**src/rtl/mult_defs.sv**
```systemverilog
// Shared definitions for the iterative arithmetic sequencers.
// Holds the sequencer state encoding and the default iteration count so a
// future shift-subtract divider can reuse the same state names and widths.
package mult_defs;

    // One iteration per operand bit.
    localparam int MULT_ITERS_DEF = 32;
    localparam int DATA_W         = 32;

    typedef enum logic [2:0] {
        ST_IDLE   = 3'd0,
        ST_NEG_A  = 3'd1,
        ST_NEG_B  = 3'd2,
        ST_ITER   = 3'd3,
        ST_NEG_LO = 3'd4,
        ST_NEG_HI = 3'd5,
        ST_DONE   = 3'd6
    } seq_state_t;

endpackage

```
**src/rtl/mult_seq_ctrl_adder.sv**
```systemverilog
// adder32bit: the single shared 32-bit ripple/carry adder.
// Ports:
//   a_i, b_i   32-bit operands
//   cin_i      carry in
//   sum_o      32-bit sum
//   cout_o     carry out
module adder32bit
    import mult_defs::*;
(
    input  logic [DATA_W-1:0] a_i,
    input  logic [DATA_W-1:0] b_i,
    input  logic              cin_i,
    output logic [DATA_W-1:0] sum_o,
    output logic              cout_o
);

    assign {cout_o, sum_o} = {1'b0, a_i} + {1'b0, b_i} + {{DATA_W{1'b0}}, cin_i};

endmodule

```
**src/rtl/mult_seq_ctrl.sv**
```systemverilog
// mult_seq_ctrl: sequential shift-add multiplier for MULT / MULTU.
// Signed operands are made positive up front, the magnitudes are multiplied
// with MULT_ITERS shift-add steps, and the 64-bit result is negated at the end
// if the operand signs differed. Every addition goes through one adder32bit.
// Ports:
//   clk, rst     clock, asynchronous active-high reset
//   start        request a multiply (only looked at in IDLE)
//   is_signed    1 = two's complement, 0 = unsigned; captured with start
//   op_a, op_b   multiplicand / multiplier; captured with start
//   busy         high whenever the sequencer is not IDLE
//   done         one-cycle pulse, hi/lo valid in that cycle
//   hi, lo       upper / lower product halves, held until the next start
module mult_seq_ctrl
    import mult_defs::*;
#(
    parameter int MULT_ITERS = MULT_ITERS_DEF
) (
    input  logic              clk,
    input  logic              rst,
    input  logic              start,
    input  logic              is_signed,
    input  logic [DATA_W-1:0] op_a,
    input  logic [DATA_W-1:0] op_b,
    output logic              busy,
    output logic              done,
    output logic [DATA_W-1:0] hi,
    output logic [DATA_W-1:0] lo
);

    localparam int CNT_W = $clog2(MULT_ITERS + 1);
    localparam logic [CNT_W-1:0] CNT_LAST = CNT_W'(MULT_ITERS - 1);

    seq_state_t        state_q, state_d;
    logic [DATA_W-1:0] mcand_q;
    logic [DATA_W-1:0] hi_q, lo_q;
    logic [CNT_W-1:0]  cnt_q;
    logic              signed_q;
    logic              neg_q;
    logic              carry_q;

    logic [DATA_W-1:0] add_a, add_b, add_sum;
    logic              add_cin, add_cout;

    // Operand/carry-in steering for the shared adder. Negations are
    // ~x + 0 + 1, except the upper half which takes the low-half carry.
    always_comb begin
        add_a   = '0;
        add_b   = '0;
        add_cin = 1'b0;
        case (state_q)
            ST_NEG_A: begin
                add_a   = ~mcand_q;
                add_cin = 1'b1;
            end
            ST_NEG_B: begin
                add_a   = ~lo_q;
                add_cin = 1'b1;
            end
            ST_ITER: begin
                add_a = hi_q;
                add_b = lo_q[0] ? mcand_q : '0;
            end
            ST_NEG_LO: begin
                add_a   = ~lo_q;
                add_cin = 1'b1;
            end
            ST_NEG_HI: begin
                add_a   = ~hi_q;
                add_cin = carry_q;
            end
            default: ;
        endcase
    end

    adder32bit u_adder (
        .a_i    (add_a),
        .b_i    (add_b),
        .cin_i  (add_cin),
        .sum_o  (add_sum),
        .cout_o (add_cout)
    );

    always_comb begin
        state_d = state_q;
        case (state_q)
            ST_IDLE:   if (start) state_d = is_signed ? ST_NEG_A : ST_ITER;
            ST_NEG_A:  state_d = ST_NEG_B;
            ST_NEG_B:  state_d = ST_ITER;
            ST_ITER:   if (cnt_q == CNT_LAST) state_d = signed_q ? ST_NEG_LO : ST_DONE;
            ST_NEG_LO: state_d = ST_NEG_HI;
            ST_NEG_HI: state_d = ST_DONE;
            ST_DONE:   state_d = ST_IDLE;
            default:   state_d = ST_IDLE;
        endcase
    end

    always_ff @(posedge clk or posedge rst) begin
        if (rst) begin
            state_q  <= ST_IDLE;
            mcand_q  <= '0;
            hi_q     <= '0;
            lo_q     <= '0;
            cnt_q    <= '0;
            signed_q <= 1'b0;
            neg_q    <= 1'b0;
            carry_q  <= 1'b0;
        end else begin
            state_q <= state_d;
            case (state_q)
                ST_IDLE: begin
                    if (start) begin
                        mcand_q  <= op_a;
                        lo_q     <= op_b;
                        hi_q     <= '0;
                        cnt_q    <= '0;
                        carry_q  <= 1'b0;
                        signed_q <= is_signed;
                        neg_q    <= is_signed & (op_a[DATA_W-1] ^ op_b[DATA_W-1]);
                    end
                end
                // 0x80000000 negates to itself; ITER then treats it as 2^31.
                ST_NEG_A: if (mcand_q[DATA_W-1]) mcand_q <= add_sum;
                ST_NEG_B: if (lo_q[DATA_W-1]) lo_q <= add_sum;
                ST_ITER: begin
                    // Shift {carry, sum, lo} right by one: the product
                    // grows into hi while the multiplier drains out of lo.
                    hi_q  <= {add_cout, add_sum[DATA_W-1:1]};
                    lo_q  <= {add_sum[0], lo_q[DATA_W-1:1]};
                    cnt_q <= cnt_q + 1'b1;
                end
                ST_NEG_LO: begin
                    if (neg_q) begin
                        lo_q    <= add_sum;
                        carry_q <= add_cout;
                    end
                end
                ST_NEG_HI: if (neg_q) hi_q <= add_sum;
                default: ;
            endcase
        end
    end

    assign busy = (state_q != ST_IDLE);
    assign done = (state_q == ST_DONE);
    assign hi   = hi_q;
    assign lo   = lo_q;

endmodule

```
**config.mk**
```make
export PLATFORM = sky130hd
export DESIGN_NAME = mult_seq_ctrl
export DESIGN_NICKNAME = d
export VERILOG_FILES = /design/src/rtl/mult_defs.sv /design/src/rtl/mult_seq_ctrl_adder.sv /design/src/rtl/mult_seq_ctrl.sv
export SDC_FILE = /design/constraint.sdc
export NUM_CORES = 1
export LEC_CHECK = 0
export ABC_CLOCK_PERIOD_IN_PS = 4700
export CAP_MARGIN = 15
export CORE_MARGIN = 2
export CORE_UTILIZATION = 55
export CTS_CLUSTER_DIAMETER = 200
export CTS_CLUSTER_SIZE = 10
export DETAILED_ROUTE_END_ITERATION = 16
export MAX_ROUTING_LAYER = met4
export PLACE_DENSITY = 0.82
export SYNTH_ARGS = -nofsm -noshare
export SYNTH_HDL_FRONTEND = slang
export SYNTH_SLANG_ARGS = --single-unit
```
**constraint.sdc**
```tcl
create_clock -name clk -period 4.7 [get_ports clk]
set_clock_uncertainty 0.1 [all_clocks]
set_input_delay 0.94 -clock clk [delete_from_list [all_inputs] [get_ports clk]]
set_output_delay 0.94 -clock clk [all_outputs]
set_load 0.02 [all_outputs]
```
* Word-level counts from Yosys, hierarchy flattened
Index checks and enable logic that the tools add are counted.
Widths: inputs -> output; s select.
** Storage, ports and cells
- Memories :: 0
- Bits in read-only memories :: 0
- Bits in writable memories :: 0
- Output and inout bits :: 66
- Latch bits :: 0
- Bits in registers :: 108
- Bits of input ports :: 68
** Operators by class
- Magnitude comparators :: 0
- Multiply operators :: 0
- Equality and inequality tests :: 13
- Multiplexer cells :: 23
- Shift-type cells :: 0
- Divide/modulo/power cells :: 0
- Add/subtract/negate cells :: 3
- Bitwise logic cells :: 5
- Reduce and logical (&&, ||, !) cells :: 18
** Operator list (count)
- $mux 32 :: 8
- $pmux 32 s4 :: 2
- $not 32->32 :: 3
- $pmux 32 s3 :: 1
- $pmux 32 s2 :: 1
- $add 32x32->33 :: 1
- $add 33x1->33 :: 1
- $pmux 3 s6 :: 1
- $ne 2x2->1 const B :: 6
- $pmux 6 s2 :: 1
- $reduce_and 3->1 :: 4
- $eq 3x3->1 const B :: 3
- $reduce_and 2->1 :: 4
- $add 6x1->6 const B :: 1
- $eq 3x2->1 const B :: 2
- $eq 6x5->1 const B :: 1
- $mux 3 :: 2
- $mux 6 :: 1
- $reduce_bool 2->1 :: 3
- $reduce_bool 3->1 :: 2
- $mux 2 :: 2
- $pmux 1 s2 :: 2
- $reduce_and 4->1 :: 1
- $reduce_bool 4->1 :: 1
- 7 further kinds :: 8

* Longest topological paths before layout
Gate-level depths: netlist (run 1).
- Depth after elaboration :: 7
- Mapped depth :: 17

* Modules after synthesis
From an unflattened synthesis (run 1), not the netlist that was laid out.
** Second synthesis, totals
- Cell total of the unflattened synthesis :: 1168
- Area, all modules :: 9133.8 sq um
** Modules (own cells, without submodules)
- mult_seq_ctrl :: cells each 924, area each 7383.3 sq um, times used 1, seq. area each 2702.6 sq um
- adder32bit :: cells each 244, area each 1750.4 sq um, times used 1, seq. area each 0.0 sq um

* Worst setup path before layout (run 1)
Ideal clock, no wire load.
- Path kind :: reg-to-reg
- Start point :: register state_q[0]
- End point :: register hi_q[13] (netlist: hi[13])
- Stages on the path, launching flop included :: 17
- Slack :: 772 ps
- Arrival time :: 3709 ps
- Path buffers :: 4
- Period minus slack after synthesis :: 3928 ps
- Cells stage by stage :: dfrtp_1 -> clkbuf_1 -> clkbuf_1 -> buf_2 -> clkbuf_1 -> o21ai_0 -> a21oi_1 -> fa_1 -> fa_1 -> nand2b_1 -> a21oi_1 -> o21ai_2 -> o21ai_1 -> a21oi_1 -> xor2_1 -> o221ai_1 -> o21a_1
** On the way
- Word-level cells in the longest chain between the ends :: 7
- Elaborated cells between the ends (all ways) :: 19
- Classes of those cells :: add/sub (2); eq/ne (7); mux (5); reduce/logical (5)
** Ends and longest elaborated chain
- start: declaration :: line mult_seq_ctrl.sv:33 : seq_state_t state_q, state_d;
- start signal: assignment :: line mult_seq_ctrl.sv:108 : state_q <= state_d;
- $eq 3x3->1 or $eq 3x2->1 (tied branches) :: line mult_seq_ctrl.sv:50 : case (state_q)
- $reduce_or 2->1 (no line)
- $pmux 32 s4 :: line mult_seq_ctrl.sv:50
- $add 32x32->33 :: line mult_seq_ctrl_adder.sv:17 : assign {cout_o, sum_o} = {1'b0, a_i} + {1'b0, b_i} + {{DATA_W{1'b0}}, cin_i};
- $add 33x1->33 :: line mult_seq_ctrl_adder.sv:17
- $mux 32 :: line mult_seq_ctrl.sv:137 : ST_NEG_HI: if (neg_q) hi_q <= add_sum;
- $pmux 32 s3 :: line mult_seq_ctrl.sv:109 : case (state_q)
- end signal: assignment :: line mult_seq_ctrl.sv:127 : hi_q <= {add_cout, add_sum[DATA_W-1:1]};
- end signal: assignment :: line mult_seq_ctrl.sv:137
- end: declaration :: line mult_seq_ctrl.sv:35 : logic [DATA_W-1:0] hi_q, lo_q;
Several ways; a longest one is shown, not always the timed one. The select of a mux whose other input is x is not followed.
A chain may end at the register's enable or synchronous reset.

* Final worst setup path (run 1)
- Start point :: register state_q[0]
- End point :: register hi_q[21] (netlist: hi[21])
The elaborated chain is that of the path after synthesis.

==> results of run 1 <==
==> metrics by stage <==
stage	setup slack (ns)	instance area [um2]	power [mW]
global route	0.114	10200	9.62
detailed placement	0.528	9850	8.02
global placement	0.578	9850	7.93
CTS	0.484	10200	8.91
finish	0.348	10200	9.06
floorplan	0.772	8320	5.99
==> cell type report <==
type                            instances  area (um2)
Multi-Input combinational cell        831        5250
Fill cell                            1233        4460
Sequential cell                       108        2710
Timing Repair Buffer                  163        1610
Tap cell                              184         230
Clock buffer                           10         229
Clock inverter                          6        93.8
Inverter                               16        62.6
==> path summary, 6_finish.rpt <==
kind	start	endpoint	slack, ns
min	cnt_q[5]$_DFFE_PP0P_	cnt_q[5]$_DFFE_PP0P_	0.40
min reg2reg	cnt_q[5]$_DFFE_PP0P_	cnt_q[5]$_DFFE_PP0P_	0.40
min in group asynchronous	rst	lo[3]$_DFFE_PP0P_	0.94
max	state_q[0]$_DFFE_PP0P_	hi[21]$_DFFE_PP0P_	0.35
max in group asynchronous	rst	mcand_q[20]$_DFFE_PP0P_	2.78
max reg2reg	state_q[0]$_DFFE_PP0P_	hi[21]$_DFFE_PP0P_	0.35
==> state kept, by name, indices dropped and copies added, names as in the netlist <==
register,flops
mcand_q,32
lo,32
signed_q,1
neg_q,1
hi,32
cnt_q,6
state_q,3
carry_q,1
==> metal layers <==
metal	up-vias	global-route usage (%)	share of wire (%)
met1	4380	51.6	42
met4	0	14.9	3.6
met2	547	58.0	45
li1	4092	-	-
met5	-	-	0
met3	99	4.73	8.5
==> power groups by stage <==
stage / clock network [mW] / registers [mW] / logic (mW)
after floorplan: 0 / 2.04 / 3.95
after global placement: 0 / 1.91 / 6.03
after detailed placement: 0 / 1.91 / 6.11
after CTS: 0.870 / 1.90 / 6.14
after global routing: 0.904 / 1.98 / 6.74
final: 0.867 / 1.93 / 6.27
==> logic make-up after synthesis <==
kind of cell	count (synthesis)
AND/OR/NAND/NOR	318
adder cells (fa/ha/maj)	34
AO/OA/AOI/OAI	442
flip-flops	108
buffers and inverters	101
XOR/XNOR	29
multiplexers	8
==> cell usage after synthesis (9+ instances only) <==
cell	number	area [um2]
a21o_1	10	75.1
a21oi_1	115	576
a221oi_1	13	114
a222oi_1	14	140
a22oi_1	28	210
and3_1	32	200
buf_2	9	45.0
clkbuf_1	65	244
dfrtp_1	108	2700
ha_1	32	400
inv_1	16	60.1
nand2_1	80	300
nand3_1	23	115
nand4_1	12	75.1
nor2_1	127	477
nor3_1	10	50.1
o211ai_1	10	75.1
o21a_1	28	210
o21ai_0	67	335
o21bai_1	28	210
o221ai_1	15	131
o22ai_1	50	313
xnor2_1	16	140
xor2_1	13	114
==> metrics.cfg, run 1 <==
[route]
routed_wl_mm = 30.1
post_drt_wl_per_cell_um = 22.8
vias = 9118
drt.antenna.violating_nets = 0
vias_per_cell = 6.92
drt_iter0_drc = 869
drc = 0
drtPass1Iterations = 5

[clock_tree]
cts_buffers = 9
clk_pin_slew_ns = 0.08
cts_sinks = 108
cts_tree = yes
cts_buffer_depth = 2
insertion_delay_ns = 0.36
postCtsResizedCells = 0
htreeDepth = 3
cts_root_buf = clkbuf_16
cts_hold_buffers = 0
postCtsSetupRepairBufs = 0

[yosys]
async_flop_share_pct = 100
synthFlopType = dfrtp_1
synthMuxAreaShare_pct = 0.963
synth_edf_count = 0
yosysWarnings = 0
syn_inst = 1040
synthAdderAreaFrac_pct = 5.30
synth_xor_xnor_area_share_pct = 3.05
synth_nets = 1142
yosysUniqueCellTypes = 79
synth_seq_cells = 108
yosys.area_share.simple_pct = 17.7
synthesis.area_um2 = 8320
synth_compound_area_share_pct = 35.7
syn_area_per_cell_um2 = 8.00
ys_seq_area_share_pct = 32.5
synth_top_family_by_area = compound AO/OA/AOI/OAI gates

[cells_and_area]
layout_common_cells = clkdlybuf4s50_1, nor2_1, a21oi_1
area_delta_synth_final_pct = 22.4
antenna_cells = 0
layout_commonest_cell = clkdlybuf4s50_1
layout.cells.non_filler = 1318
final_nets = 1231
drive_gt1_share_pct = 7.14
fin_util_pct = 69.5

[critical_path]
cp_common_cell = o21ai_0
crit_chain = buf_4 -> nor2_1 -> o21bai_1 -> a21oi_1 -> o22ai_1 -> ha_1 -> a41oi_2 -> o21ai_0 -> o21ai_0 -> nand2_2 -> o21ai_0 -> xor2_1 -> o221ai_1 -> o21a_1
worstRegToRegCells = 14
cp-start-kind = register
slowest_delay_ns = 0.59
worstPathRequired_ns = 4.85
worst-path-max-fanout = 60
cpLargestDelayFamily = compound AO/OA/AOI/OAI gates
crit_type = register to register
critPathArrivalTime_ns = 4.50
setup.worst_path.end_class = register
worst-path-buf-inv = 1
path_depth = 14
worst_path_max_delay_cell = buf_4

[status]
status = finished clean

[die]
rows = 44
die_y_um = 127
pin_count = 134
start_util_pct = 56.8
die_x_um = 127
core-area_um2 = 14600
die_area_um2 = 16100

[pwr]
p_sw_share_pct = 53.0
seqPwrFrac_pct = 21.3
p_clk_share_pct = 9.6
p_int_mw = 4.26
combPwrFrac_pct = 69.2
leakagePower_nw = 4.21
p_sw_mw = 4.80
power.density_nw_per_um2 = 890
ir_worst_vdd_mv = 0.503

[sta]
drv_slew = 0
fmax_ghz = 0.230
fin_crit_sh_pct = 92.6
setup-violations-final = 0
worstMarginPinSlew_ns = 1.13
period_minus_slack_ns = 4.35
relSlewSlack_pct = 24.6
setup-tns-final_ns = 0
holdWs_ns = 0.397
rsz0062_at_grt = false
final_hold_viol_count = 0

[flow_run]
maxCapViolations = 0

[grt]
antenna_found_initial = 0
grt_max_degree = 83
globalRoute.totalOverflow = 0
first_global_vias = 8590
grt_pass1_wl_mm = 46.7
grt_usage_pct = 37.9

[placement]
portBuffers = 133
gp_congestion = 1.01
place_hpwl_mm = 20.8
placedCellCount = 1301

[worst_hold_path]
hold_class = register to register
whs_path_depth = 1

Power figures use the tool's default switching activity.
==> run 2: changes to the inputs <==
--- a/config.mk
+++ b/config.mk
@@ -7,6 +7,7 @@
 export LEC_CHECK = 0
 export ABC_CLOCK_PERIOD_IN_PS = 4700
 export CAP_MARGIN = 15
+export CORE_ASPECT_RATIO = 1.75
 export CORE_MARGIN = 2
 export CORE_UTILIZATION = 55
 export CTS_CLUSTER_DIAMETER = 200
==> metrics.cfg, run 2 (synthesis results as in run 1) <==
[clock_tree]
clk_pin_slew_ns = 0.09
htreeDepth = 3
cts_root_buf = clkbuf_16
cts_buffers = 9
cts_buffer_depth = 2
postCtsSetupRepairBufs = 0
cts_hold_buffers = 0
cts_sinks = 108
postCtsResizedCells = 0
insertion_delay_ns = 0.36
cts_tree = yes

[die]
die_y_um = 167
die_x_um = 97.0
start_util_pct = 56.1
rows = 59
pin_count = 134
core-area_um2 = 14800
die_area_um2 = 16200

[worst_hold_path]
whs_path_depth = 1
hold_end = cnt_q[5]$_DFFE_PP0P_
min_from = cnt_q[5]$_DFFE_PP0P_
hold_class = register to register

[sta]
holdWs_ns = 0.390
setup-tns-final_ns = 0
rsz0062_at_grt = false
fmax_ghz = 0.224
relSlewSlack_pct = 15.9
fin_crit_sh_pct = 94.9
fin_ws_ns = 0.241
period_minus_slack_ns = 4.46
worstMarginPinSlew_ns = 1.26
setup-violations-final = 0
final_hold_viol_count = 0
drv_slew = 0

[critical_path]
worstRegToRegCells = 12
cp-start-kind = register
critPathArrivalTime_ns = 4.60
worst-path-max-fanout = 31
worstPathRequired_ns = 4.84
r2r_slack_ns = 0.24
crit_type = register to register
r2r-end = carry_q$_DFFE_PP0P_
setup.worst_path.end_class = register
worstReg2RegStart = state_q[2]$_DFFE_PP0P_
worst_path_max_delay_cell = dfrtp_2
crit_chain = nand2b_1 -> buf_4 -> o22ai_1 -> ha_1 -> a21oi_1 -> o21ai_0 -> o21ai_0 -> a21oi_1 -> o22ai_1 -> o21ai_0 -> a21oi_1 -> o21ai_0
slowest_delay_ns = 0.80
cp_common_cell = o21ai_0

[route]
drt_iter0_drc = 777
drc = 0
vias_per_cell = 6.95
post_drt_wl_per_cell_um = 24.1
drt.antenna.violating_nets = 0
routed_wl_mm = 31.7
vias = 9148
drtPass1Iterations = 6

[cells_and_area]
layout_common_cells = clkdlybuf4s50_1, nor2_1, a21oi_1
area_delta_synth_final_pct = 21.7
layout.cells.non_filler = 1317
antenna_cells = 0
drive_gt1_share_pct = 7.23
final_nets = 1231
fin_util_pct = 68.2
layout_commonest_cell = clkdlybuf4s50_1

[placement]
gp_congestion = 1.02
portBuffers = 133
place_hpwl_mm = 22.1
preCtsSetupSlack_ns = 0.416
placedCellCount = 1301

[grt]
grt_usage_pct = 39.7
first_global_vias = 9094
grt_pass1_wl_mm = 49.2
grt_max_degree = 56
globalRoute.totalOverflow = 0
antenna_found_initial = 0

[flow_run]
maxCapViolations = 0

[pwr]
ir_worst_vdd_mv = 0.671
leakagePower_nw = 4.19
power.density_nw_per_um2 = 893

[status]
status = finished clean

==> run 2: routing by layer <==
layer  wire, um  track usage, %  up-vias
met1      11200            44.4     4289
li1           -               -     4093
met3       2680            5.50      190
met5          0               -        -
met2      15600            66.3      576
met4       2250            25.0        0
==> run 2: critical path: cells and delay by family, from the launching register on <==
kind / cells / cell delay (ns)
buf+inv: 1 / 0.30
simple gates: 1 / 0.76
compound gates: 9 / 1.96
flops: 1 / 0.80
fa+ha+maj: 1 / 0.41
==> run 2: per-stage QoR <==
step | power, mW | area, um2
after floorplan | 5.99 | 8320
after global placement | 7.98 | 9830
after detailed placement | 8.08 | 9830
after CTS | 8.88 | 10100
after global routing | 9.59 | 10100
final | 9.04 | 10100
==> run 2: area by class of cell <==
cell class,instances,area (um2)
timing repair buffer,163,1580
sequential,108,2710
inverter,16,62.6
clock buffer,9,225
multi-input combinational,831,5250
tap,183,229
clock inverter,7,67.6
fill,1259,4720
==> run 2: worst max path at each step <==
stage	start	endpoint	slack, ns	depth (start not counted)
floorplan	state_q[0]$_DFFE_PP0P_	hi[13]$_DFFE_PP0P_	0.77	16
global placement	state_q[2]$_DFFE_PP0P_	hi[30]$_DFFE_PP0P_	0.42	12
detailed placement	state_q[2]$_DFFE_PP0P_	hi[30]$_DFFE_PP0P_	0.42	12
CTS	state_q[2]$_DFFE_PP0P_	hi[30]$_DFFE_PP0P_	0.39	12
global route	state_q[2]$_DFFE_PP0P_	hi[30]$_DFFE_PP0P_	0.01	12
finish	state_q[2]$_DFFE_PP0P_	carry_q$_DFFE_PP0P_	0.24	12
==> run 2: power by group <==
| part | leakage (nW) | total, mW | switching, mW | internal (mW) |
|---|---|---|---|---|
| registers | 1.31 | 1.98 | 0.588 | 1.39 |
| clock network | 0.145 | 0.786 | 0.411 | 0.375 |
| logic | 2.74 | 6.27 | 3.91 | 2.37 |
